`config.mk`:
```
export PLATFORM = sky130hd
export DESIGN_NAME = mnist_mac_array_flat
export DESIGN_NICKNAME = d
export VERILOG_FILES = /design/src/rtl/mnist_mac_pkg.sv /design/src/rtl/mnist_mac_array_if.sv /design/src/rtl/mnist_mac_lane.sv /design/src/rtl/mnist_mac_array.sv /design/src/flat_wrapper.sv
export SDC_FILE = /design/constraint.sdc
export NUM_CORES = 1
export LEC_CHECK = 0
export ABC_CLOCK_PERIOD_IN_PS = 4900
export CAP_MARGIN = 0
export CORE_UTILIZATION = 26
export DETAILED_ROUTE_END_ITERATION = 6
export GPL_TIMING_DRIVEN = 0
export PLACE_DENSITY_LB_ADDON = 0.08
export RECOVER_POWER = 25
export SLEW_MARGIN = 30
export SYNTH_ARGS = -nofsm -noshare
export SYNTH_HDL_FRONTEND = slang
export SYNTH_SLANG_ARGS = --single-unit
```
`constraint.sdc`:
```
create_clock -name clk -period 4.9 [get_ports clk]
set_input_delay 0.735 -clock clk [delete_from_list [all_inputs] [get_ports clk]]
set_output_delay 0.735 -clock clk [all_outputs]
set_load 0.005 [all_outputs]
```
`src/rtl/mnist_mac_pkg.sv`:
```
// Shared types, default sizing and the saturating-add helper for the MNIST MAC array.
// PROD_W/CH_W describe the default configuration; parametrised modules derive their own.
package mnist_mac_pkg;

  localparam int DEF_DATA_W = 8;
  localparam int DEF_N_CH   = 4;
  localparam int DEF_LEN    = 16;
  localparam int DEF_ACC_W  = 20;
  localparam int PROD_W     = 2*DEF_DATA_W+1;
  localparam int CH_W       = $clog2(DEF_N_CH);

  typedef enum logic [1:0] {IDLE, ACCUM, ARGMAX, DONE} state_e;

  typedef struct packed {
    logic signed [63:0] sum;
    logic               sat;
  } sat_res_t;

  // Clamp a+b into the signed range of an acc_w-bit accumulator.
  function automatic sat_res_t sat_add(input logic signed [63:0] a,
                                       input logic signed [63:0] b,
                                       input int acc_w);
    logic signed [63:0] s;
    logic signed [63:0] hi;
    logic signed [63:0] lo;
    sat_res_t r;
    s  = a + b;
    hi = (64'sd1 <<< (acc_w-1)) - 64'sd1;
    lo = -hi - 64'sd1;
    r.sum = s;
    r.sat = 1'b0;
    if (s > hi) begin
      r.sum = hi;
      r.sat = 1'b1;
    end else if (s < lo) begin
      r.sum = lo;
      r.sat = 1'b1;
    end
    return r;
  endfunction

endpackage

```
`src/rtl/mnist_mac_array_if.sv`:
```
// Pixel/weight beat stream: valid/ready handshake carrying one pixel and N_CH weights.
interface mnist_mac_array_if #(
  parameter int DATA_W = 8,
  parameter int N_CH   = 4
) ();
  logic                     in_valid;
  logic                     in_ready;
  logic [DATA_W-1:0]        px;
  logic [N_CH*DATA_W-1:0]   w;

  modport master (output in_valid, px, w, input in_ready);
  modport slave  (input in_valid, px, w, output in_ready);
endinterface

```
`src/rtl/mnist_mac_lane.sv`:
```
// One class channel: unsigned pixel x signed weight, accumulated with sync clear.
// MNIST_MAC_SAT_EN selects saturating accumulation and exposes a per-beat clamp strobe.
module mnist_mac_lane
  import mnist_mac_pkg::*;
#(
  parameter int DATA_W = DEF_DATA_W,
  parameter int ACC_W  = DEF_ACC_W
) (
  input  logic                     clk,
  input  logic                     rst_n,
  input  logic                     clr_i,
  input  logic                     en_i,
  input  logic [DATA_W-1:0]        px_i,
  input  logic signed [DATA_W-1:0] w_i,
  output logic signed [ACC_W-1:0]  acc_o
`ifdef MNIST_MAC_SAT_EN
  ,
  output logic                     sat_o
`endif
);
  localparam int PW = 2*DATA_W+1;

  logic signed [PW-1:0]    prod;
  logic signed [ACC_W-1:0] prod_x;
  logic signed [ACC_W-1:0] sum;
  logic signed [ACC_W-1:0] acc_q, acc_d;

  // Zero-extended pixel makes the product a plain signed multiply.
  assign prod   = PW'($signed({1'b0, px_i})) * PW'(w_i);
  assign prod_x = ACC_W'(prod);

`ifdef MNIST_MAC_SAT_EN
  sat_res_t res;
  always_comb res = sat_add(64'(acc_q), 64'(prod_x), ACC_W);
  assign sum   = res.sum[ACC_W-1:0];
  assign sat_o = en_i & res.sat;
`else
  assign sum = acc_q + prod_x;
`endif

  always_comb begin
    acc_d = acc_q;
    if (clr_i)     acc_d = '0;
    else if (en_i) acc_d = sum;
  end

  always_ff @(posedge clk or negedge rst_n) begin
    if (!rst_n) acc_q <= '0;
    else        acc_q <= acc_d;
  end

  assign acc_o = acc_q;
endmodule

```
`src/rtl/mnist_mac_array.sv`:
```
// N_CH-channel MAC over LEN beats followed by a sequential argmax; done pulses N_CH+1 cycles after the last beat.
// MNIST_MAC_SAT_EN: saturating accumulators plus a sticky sat_flag output.
module mnist_mac_array
  import mnist_mac_pkg::*;
#(
  parameter int DATA_W = DEF_DATA_W,
  parameter int N_CH   = DEF_N_CH,
  parameter int LEN    = DEF_LEN,
  parameter int ACC_W  = DEF_ACC_W
) (
  input  logic                      clk,
  input  logic                      rst_n,
  input  logic                      ena,
  input  logic                      start,
  mnist_mac_array_if.slave          beat,
  input  logic [$clog2(N_CH)-1:0]   rd_sel,
  output logic signed [ACC_W-1:0]   rd_acc,
  output logic                      busy,
  output logic                      done,
  output logic [$clog2(N_CH)-1:0]   class_idx,
  output logic signed [ACC_W-1:0]   class_score
`ifdef MNIST_MAC_SAT_EN
  ,
  output logic                      sat_flag
`endif
);
  localparam int SW = $clog2(N_CH);
  localparam int CW = (LEN > 1) ? $clog2(LEN) : 1;

  state_e                  state_q, state_d;
  logic [CW-1:0]           cnt_q, cnt_d;
  logic [SW-1:0]           k_q, k_d;
  logic [SW-1:0]           best_idx_q, best_idx_d;
  logic [SW-1:0]           idx_q, idx_d;
  logic signed [ACC_W-1:0] best_q, best_d;
  logic signed [ACC_W-1:0] score_q, score_d;
  logic signed [ACC_W-1:0] acc [N_CH];
  logic                    fire, clr;

  assign beat.in_ready = (state_q == ACCUM) && ena;
  assign fire          = beat.in_valid && beat.in_ready;
  assign clr           = (state_q == IDLE) && start && ena;

`ifdef MNIST_MAC_SAT_EN
  logic [N_CH-1:0] lane_sat;
  logic            sat_q, sat_d;
  assign sat_d    = clr ? 1'b0 : (sat_q | (|lane_sat));
  assign sat_flag = sat_q;
`endif

  for (genvar g = 0; g < N_CH; g++) begin : g_lane
    mnist_mac_lane #(.DATA_W(DATA_W), .ACC_W(ACC_W)) u_lane (
      .clk   (clk),
      .rst_n (rst_n),
      .clr_i (clr),
      .en_i  (fire),
      .px_i  (beat.px),
      .w_i   (beat.w[g*DATA_W +: DATA_W]),
      .acc_o (acc[g])
`ifdef MNIST_MAC_SAT_EN
      ,
      .sat_o (lane_sat[g])
`endif
    );
  end

  always_comb begin
    state_d    = state_q;
    cnt_d      = cnt_q;
    k_d        = k_q;
    best_d     = best_q;
    best_idx_d = best_idx_q;
    idx_d      = idx_q;
    score_d    = score_q;
    if (ena) begin
      case (state_q)
        IDLE: if (start) begin
          state_d = ACCUM;
          cnt_d   = '0;
        end
        ACCUM: if (fire) begin
          if (cnt_q == CW'(LEN-1)) begin
            cnt_d   = '0;
            k_d     = '0;
            state_d = ARGMAX;
          end else begin
            cnt_d = cnt_q + CW'(1);
          end
        end
        ARGMAX: begin
          // Strict compare keeps the lowest index on ties.
          if (k_q == '0 || acc[k_q] > best_q) begin
            best_d     = acc[k_q];
            best_idx_d = k_q;
          end
          if (k_q == SW'(N_CH-1)) begin
            idx_d   = best_idx_d;
            score_d = best_d;
            k_d     = '0;
            state_d = DONE;
          end else begin
            k_d = k_q + SW'(1);
          end
        end
        DONE:    state_d = IDLE;
        default: state_d = IDLE;
      endcase
    end
  end

  always_ff @(posedge clk or negedge rst_n) begin
    if (!rst_n) begin
      state_q    <= IDLE;
      cnt_q      <= '0;
      k_q        <= '0;
      best_q     <= '0;
      best_idx_q <= '0;
      idx_q      <= '0;
      score_q    <= '0;
`ifdef MNIST_MAC_SAT_EN
      sat_q      <= 1'b0;
`endif
    end else begin
      state_q    <= state_d;
      cnt_q      <= cnt_d;
      k_q        <= k_d;
      best_q     <= best_d;
      best_idx_q <= best_idx_d;
      idx_q      <= idx_d;
      score_q    <= score_d;
`ifdef MNIST_MAC_SAT_EN
      sat_q      <= sat_d;
`endif
    end
  end

  assign rd_acc      = acc[rd_sel];
  assign busy        = (state_q == ACCUM) || (state_q == ARGMAX);
  assign done        = (state_q == DONE) && ena;
  assign class_idx   = idx_q;
  assign class_score = score_q;
endmodule

```
`src/flat_wrapper.sv`:
```
// flat-port wrapper written by rule: the top's interface ports become plain ports
module mnist_mac_array_flat import mnist_mac_pkg::*;
#(
  parameter int DATA_W = DEF_DATA_W,
  parameter int N_CH   = DEF_N_CH,
  parameter int LEN    = DEF_LEN,
  parameter int ACC_W  = DEF_ACC_W
)
  (clk, rst_n, ena, start, rd_sel, rd_acc, busy, done, class_idx, class_score, beat_in_valid, beat_px, beat_w, beat_in_ready);
  mnist_mac_array_if #(.DATA_W(DATA_W), .N_CH(N_CH)) beat_i ();
  input  logic clk;
  input  logic rst_n;
  input  logic ena;
  input  logic start;
  input  logic [$clog2(N_CH)-1:0] rd_sel;
  output logic signed [ACC_W-1:0] rd_acc;
  output logic busy;
  output logic done;
  output logic [$clog2(N_CH)-1:0] class_idx;
  output logic signed [ACC_W-1:0] class_score;
  input wire logic [$bits(beat_i.in_valid)-1:0] beat_in_valid;
  input wire logic [$bits(beat_i.px)-1:0] beat_px;
  input wire logic [$bits(beat_i.w)-1:0] beat_w;
  output wire logic [$bits(beat_i.in_ready)-1:0] beat_in_ready;
  assign beat_i.in_valid = beat_in_valid;
  assign beat_i.px = beat_px;
  assign beat_i.w = beat_w;
  assign beat_in_ready = beat_i.in_ready;
  mnist_mac_array #(.DATA_W(DATA_W), .N_CH(N_CH), .LEN(LEN), .ACC_W(ACC_W)) u_core (.clk(clk), .rst_n(rst_n), .ena(ena), .start(start), .beat(beat_i), .rd_sel(rd_sel), .rd_acc(rd_acc), .busy(busy), .done(done), .class_idx(class_idx), .class_score(class_score));
endmodule
```
* Word level (Yosys, flattened, before mapping)
Index checks and enable logic that the tools add are counted.
** Word-level totals
- Flip-flop bits (word level) :: 132
- Bits of input ports :: 47
- Output and inout port bits :: 45
- Word-level logic and storage cells :: 81
** Cells by class
- $add $sub $neg :: 6
- Multipliers :: 4
- Order comparisons :: 3
- Equality and inequality tests :: 9
- Multiplexer cells :: 29
- Bitwise operators :: 2
- Reduce and logical (&&, ||, !) cells :: 17
** Operators by type and width (number)
- $mux W20 :: 13
- $add A20 B17 Y20 :: 4
- $bmux W20 S2 :: 2
- $mul A9 B8 Y17 :: 4
- $gt A20 B20 Y1 :: 1
- $mux W2 :: 8
- $mux W4 :: 3
- $pmux W2 S4 :: 1
- $pmux W4 S2 :: 1
- $reduce_and A4 Y1 :: 2
- $eq A2 B2 Y1 const B :: 3
- $ge A3 B3 Y1 const B :: 2
- $not A2 Y3 :: 2
- $reduce_bool A2 Y1 :: 3
- $logic_and A1 B1 Y1 :: 5
- $reduce_and A5 Y1 :: 1
- $add A4 B1 Y4 const B :: 1
- $eq A4 B4 Y1 const B :: 1
- $logic_not A2 Y1 :: 2
- $ne A2 B1 Y1 const B :: 2
- $ne A2 B2 Y1 const B :: 2
- $pmux W2 S2 :: 1
- $reduce_and A3 Y1 :: 1
- $add A2 B1 Y2 const B :: 1
- other kinds (3) :: 4

* Longest topological paths before layout
- Depth after elaboration :: 7
- Depth in mapped cells :: 21
- Gate-level depth less buffers :: 20

* Modules after synthesis
From an unflattened synthesis, not the netlist that was laid out.
** Unflattened totals
- Cells, all modules :: 1955
- Area, all modules :: 18810.5 µm²
** Modules (own cells, without submodules)
- mnist_mac_array :: times used 1, cells each 361, area an instance 3972.6 µm², sequential area each 1301.2 µm²
- mnist_mac_lane at u_core.g_lane[2].u_lane :: times used 1, cells each 404, area an instance 3758.6 µm², sequential area each 500.5 µm²
- mnist_mac_lane at u_core.g_lane[0].u_lane :: times used 1, cells each 406, area an instance 3718.6 µm², sequential area each 500.5 µm²
- mnist_mac_lane at u_core.g_lane[3].u_lane :: times used 1, cells each 388, area an instance 3688.5 µm², sequential area each 500.5 µm²
- mnist_mac_lane at u_core.g_lane[1].u_lane :: times used 1, cells each 396, area an instance 3672.3 µm², sequential area each 500.5 µm²

* Least setup slack after synthesis
No wires, ideal clock.
- Kind :: input-to-reg
- From :: in beat_px[7]
- To :: reg u_core.g_lane[1].u_lane.acc_q[19]
- Library setup time :: 120 ps
- Data arrival time :: 5622 ps
- Required time :: 4780 ps
- Slack :: -842 ps
- Stages :: 18
- Path buffers :: 2
- Cells stage by stage :: clkbuf_1 > clkbuf_1 > nand2_1 > fa_1 > inv_1 > fa_1 > fa_1 > fa_1 > fa_1 > ha_1 > o21a_1 > o21ai_0 > a21oi_1 > a221o_2 > or3b_1 > a31oi_2 > xnor2_1 > o21ai_2
** Between the ends
- Word-level cells in the longest chain between the ends :: 4
** Ends and longest elaborated chain
- start: declaration :: line flat_wrapper.sv:22 : input wire logic [$bits(beat_i.px)-1:0] beat_px;
- $mul A9 B8 Y17 :: line mnist_mac_lane.sv:29 : assign prod = PW'($signed({1'b0, px_i})) * PW'(w_i);
- $add A20 B17 Y20 :: line mnist_mac_lane.sv:38 : assign sum = acc_q + prod_x;
- $mux W20 :: line mnist_mac_lane.sv:44 : else if (en_i) acc_d = sum;
- $mux W20 :: line mnist_mac_lane.sv:43 : if (clr_i) acc_d = '0;
- end signal: assignment :: line mnist_mac_lane.sv:48 : if (!rst_n) acc_q <= '0;
- end signal: assignment :: line mnist_mac_lane.sv:49 : else acc_q <= acc_d;
- end: declaration :: line mnist_mac_lane.sv:26 : logic signed [ACC_W-1:0] acc_q, acc_d;
No other way between the ends. The select of a mux whose other input is x is not followed.
A chain may end at the register's enable or synchronous reset.

* Final worst setup path
- From :: in beat_px[6]
- To :: reg u_core.g_lane[1].u_lane.acc_q[19]
Same word-level chain as after synthesis.

==> metrics <==
status=complete, but fails checks; failing checks=DRC, capacitance limit, slew limit, setup timing; syn_area_per_cell=roughly 9.7 um^2; NetSw=between 0.007 and 0.008 W; antenna-violating nets left=0; Synth Register Bits=between 100 and 150; CP Launch Type=primary input; placed insts=2,811; largest net degree at the start of global routing=71; IO Pins=approximately 90; Comb pwr share=77.4%; setup TNS=-0.978 ns; Place WS=-1.96 ns; DRT iter0 DRCs=between 500 and 600; worst r2r src=u_core.g_lane[1].u_lane.acc_o[6]$_DFFE_PN0P_; Sw Share=about half; clock tree buffer depth=2; RSZ-0062 raised after global routing=yes; Pwr per Cell Area=between 600 and 700 nW/um^2; LEAKAGE=11.0 nW; Slew Limit Fails=between 60 and 70; clk sink count=about 130; crit-path cells=buf_12 > clkbuf_16 > buf_6 > nand2_4 > fa_1 > inv_1 > fa_1 > fa_1 > fa_1 > fa_1 > ha_4 > a2111o_1 > a221o_2 > or3b_4 > a31oi_4 > xnor2_2 > o21ai_2; vias=between 10,000 and 15,000; layout cell share with drive strength beyond 1=18.9%; Worst EP required=5.26 ns; TritonRoute pass-1 iters=7; Post-synth ARST share=100%; initial antenna violation count=3; final worst path period share=107%; first-pass GRT wire length=90.3 mm; clock root buffer=clkbuf_16; PnR worst setup slack=-0.359 ns; Routed WL per cell=20.5 um; Hold WC Path Type=flip-flop to flip-flop; Worst-Skew Late Latency=about 0.50 ns; Worst-path clk slew=approximately 0.07 ns; hpwl dp=between 40 and 50 mm; setup violators final=4; top achievable clock speed=roughly 190 MHz; Cell Area, Synth=18,000 um^2; number of core rows=between 90 and 100; Die Y=roughly 260 um; hold_sp=u_core.class_score[0]$_DFFE_PN0P_; GPL Wtd Cong=about 0.83; Final nets=around 2,500; peak supply drop=between 400 and 500 uV; vias in the first global route=around 15,000; reg2reg path depth=17; Crit path top cell by count=fa_1; Final Power=roughly 0.016 W; Seq pwr share=between 10 and 15%; Starting Density=between 20% and 30%; Post-Syn Nets=about 2,400; final clock skew=around 0.023 ns; Post-synth EDFFs=0; Slew headroom=-137%; Area Overhead vs Synth=24.1%; core area=between 60,000 and 70,000 um^2; Layout Cells excl Fill=2,918; r2r setup slk=-0.23 ns; hold path cells=2; crit path DAT=5.62 ns; synth unique cells=56; Fin. Hold Viols=0; sequential-to-total area share from yosys stat=18.4%; total CTS buffers=17; WHS Endpoint=u_core.class_score[0]$_DFFE_PN0P_; IO buf count=just over 80; critical path endpoint category=flip-flop; Gate Count Post-Synth=1,846; final wirelength=around 60 mm; most common flop cell mapped by yosys=dfrtp_1; grt total ovfl=0; die width=between 200 and 300 um; Post-route DRC=3; Worst path max stage delay=between 0.5 and 0.6 ns; Critical-path top delay cell=fa_1; CTS tree=built; Slew @ Worst Pin=~3.6 ns; Int Power=between 0.008 and 0.009 W; # H-tree levels=4; worst setup path class=primary input to flip-flop; clock power share=approximately 9.1%; RR Endpoint=u_core.g_lane[1].u_lane.acc_o[19]$_DFFE_PN0P_; global-route total usage across every layer=approximately 18%; final core occ=between 30% and 40%; CTS Hold Bufs=0; minimum clock period=approximately 5.3 ns; DR vias/cell=roughly 4.7; synth warn=0; Max-Cap Viols=1; crit-path max FO=4; Die ar.=~70,000 um^2
[worst max path at each step]
stage,start,end,slack [ns],depth (start not counted)
after floorplan,beat_px[7],u_core.g_lane[1].u_lane.acc_o[19]$_DFFE_PN0P_,-0.51,16
after global placement,rst_n,u_core.g_lane[3].u_lane.acc_o[4]$_DFFE_PN0P_,-3.28,1
after detailed placement,beat_w[15],u_core.g_lane[1].u_lane.acc_o[19]$_DFFE_PN0P_,-1.96,15
after CTS,beat_px[4],u_core.g_lane[1].u_lane.acc_o[19]$_DFFE_PN0P_,-0.33,20
after global routing,beat_px[6],u_core.g_lane[1].u_lane.acc_o[19]$_DFFE_PN0P_,-0.47,17
final,beat_px[6],u_core.g_lane[1].u_lane.acc_o[19]$_DFFE_PN0P_,-0.36,17
[synth_stat cells, drive strengths merged (4+ instances only)]
cell type,instances,area [um^2]
o211ai,5,37.5
clkbuf,56,220
inv,313,1170
mux2i,23,230
nand2,227,852
o21ai,100,504
and2,111,694
fa,205,4100
nor3,6,41.3
a21oi,37,185
and3,5,31.3
a22o,25,219
mux4,40,901
a21boi,8,60.1
o21a,11,82.6
mux2,23,259
xnor2,35,307
or3,4,25.0
a32o,4,40.0
nor2b,10,62.6
buf,11,56.3
nand2b,15,93.8
o31ai,12,90.1
nand3,13,70.1
a31oi,11,75.1
ha,267,3340
nand4,8,50.1
xor2,27,236
nor2,44,165
dfrtp,132,3300
a21o,32,240
[cell usage in the layout, fill, tap and decap left out, types with 8 or more instances in the layout]
master,count
buf_2,13
a21oi_2,8
nand2_1,209
o21ai_2,8
o31ai_1,9
nand4_1,8
a22o_1,25
mux2_2,23
inv_1,301
fa_2,12
clkbuf_2,10
buf_6,19
nand2b_1,14
ha_1,243
nor2_1,40
fa_1,193
clkbuf_16,29
xnor2_1,34
buf_4,68
mux4_2,40
nand3_1,9
buf_8,8
nand2_2,13
o21ai_1,13
a21oi_1,27
o21a_1,11
dfrtp_1,131
inv_2,10
mux2i_1,23
and2_1,110
clkbuf_1,23
a21o_1,32
xor2_1,27
clkdlybuf4s50_1,48
ha_4,17
o21ai_0,76
[stage by stage]
stage,cell area [um^2],hold slack [ns]
floorplan,18400,0.439
global placement,20300,0.467
detailed placement,20400,0.471
CTS,21900,0.180
global route,22300,0.498
finish,22300,0.479
[routing by layer]
metal	routed length [um]	track usage, %
met1	27300	23.0
met4	1430	5.17
met3	1570	2.25
met2	29600	30.5
met5	9	0
[registers in the layout, indices dropped and copies added (netlist names)]
register,flops
u_core.best_idx_q,2
u_core.best_q,20
u_core.class_idx,2
u_core.class_score,20
u_core.cnt_q,4
u_core.g_lane.u_lane.acc_o,80
u_core.k_q,2
u_core.state_q,2
[power groups by stage]
stage	Clock [W]	Sequential, W	Combinational [W]
floorplan	0	0.00186	0.00780
global placement	0	0.00210	0.0106
detailed placement	0	0.00212	0.0106
CTS	0.00147	0.00210	0.0115
global route	0.00150	0.00218	0.0134
finish	0.00142	0.00210	0.0120
[area by class of cell]
cell class / count / area [um^2]
Clock inverter: 14 / 166
Multi-Input combinational cell: 1331 / 14000
Clock buffer: 18 / 439
Inverter: 315 / 1200
Sequential cell: 132 / 3300
Antenna cell: 1 / 2.50
Fill cell: 7063 / 46200
Buffer: 66 / 664
Tap cell: 882 / 1100
Timing Repair Buffer: 159 / 1480
[kinds of logic after synthesis]
family / after synthesis / synth area share, %
AOI/OAI and AO/OA: 263 / 9.42
xor gates and xnor gates: 62 / 3.02
adders and majority gates: 472 / 41.4
buffers and inverters: 383 / 8.18
DFF: 132 / 18.4
muxes: 86 / 7.73
and+or+nand+nor: 448 / 11.9
[critical path: cells and delay by family]
| family | cells | cell delay [ns] |
|---|---|---|
| AND/OR/NAND/NOR | 2 | 0.44 |
| buffers and inverters | 4 | 0.37 |
| XOR/XNOR | 1 | 0.13 |
| AO/OA/AOI/OAI | 4 | 1.16 |
| adder cells (fa/ha/maj) | 6 | 2.78 |
[repair_timing]
item                                    4_1_cts  5_1_grt
pin swaps                                    59       60
buffers inserted                             56       20
endpoints found under the setup margin       93       54
resized for setup                           287       88
Power figures use the tool's default switching activity.
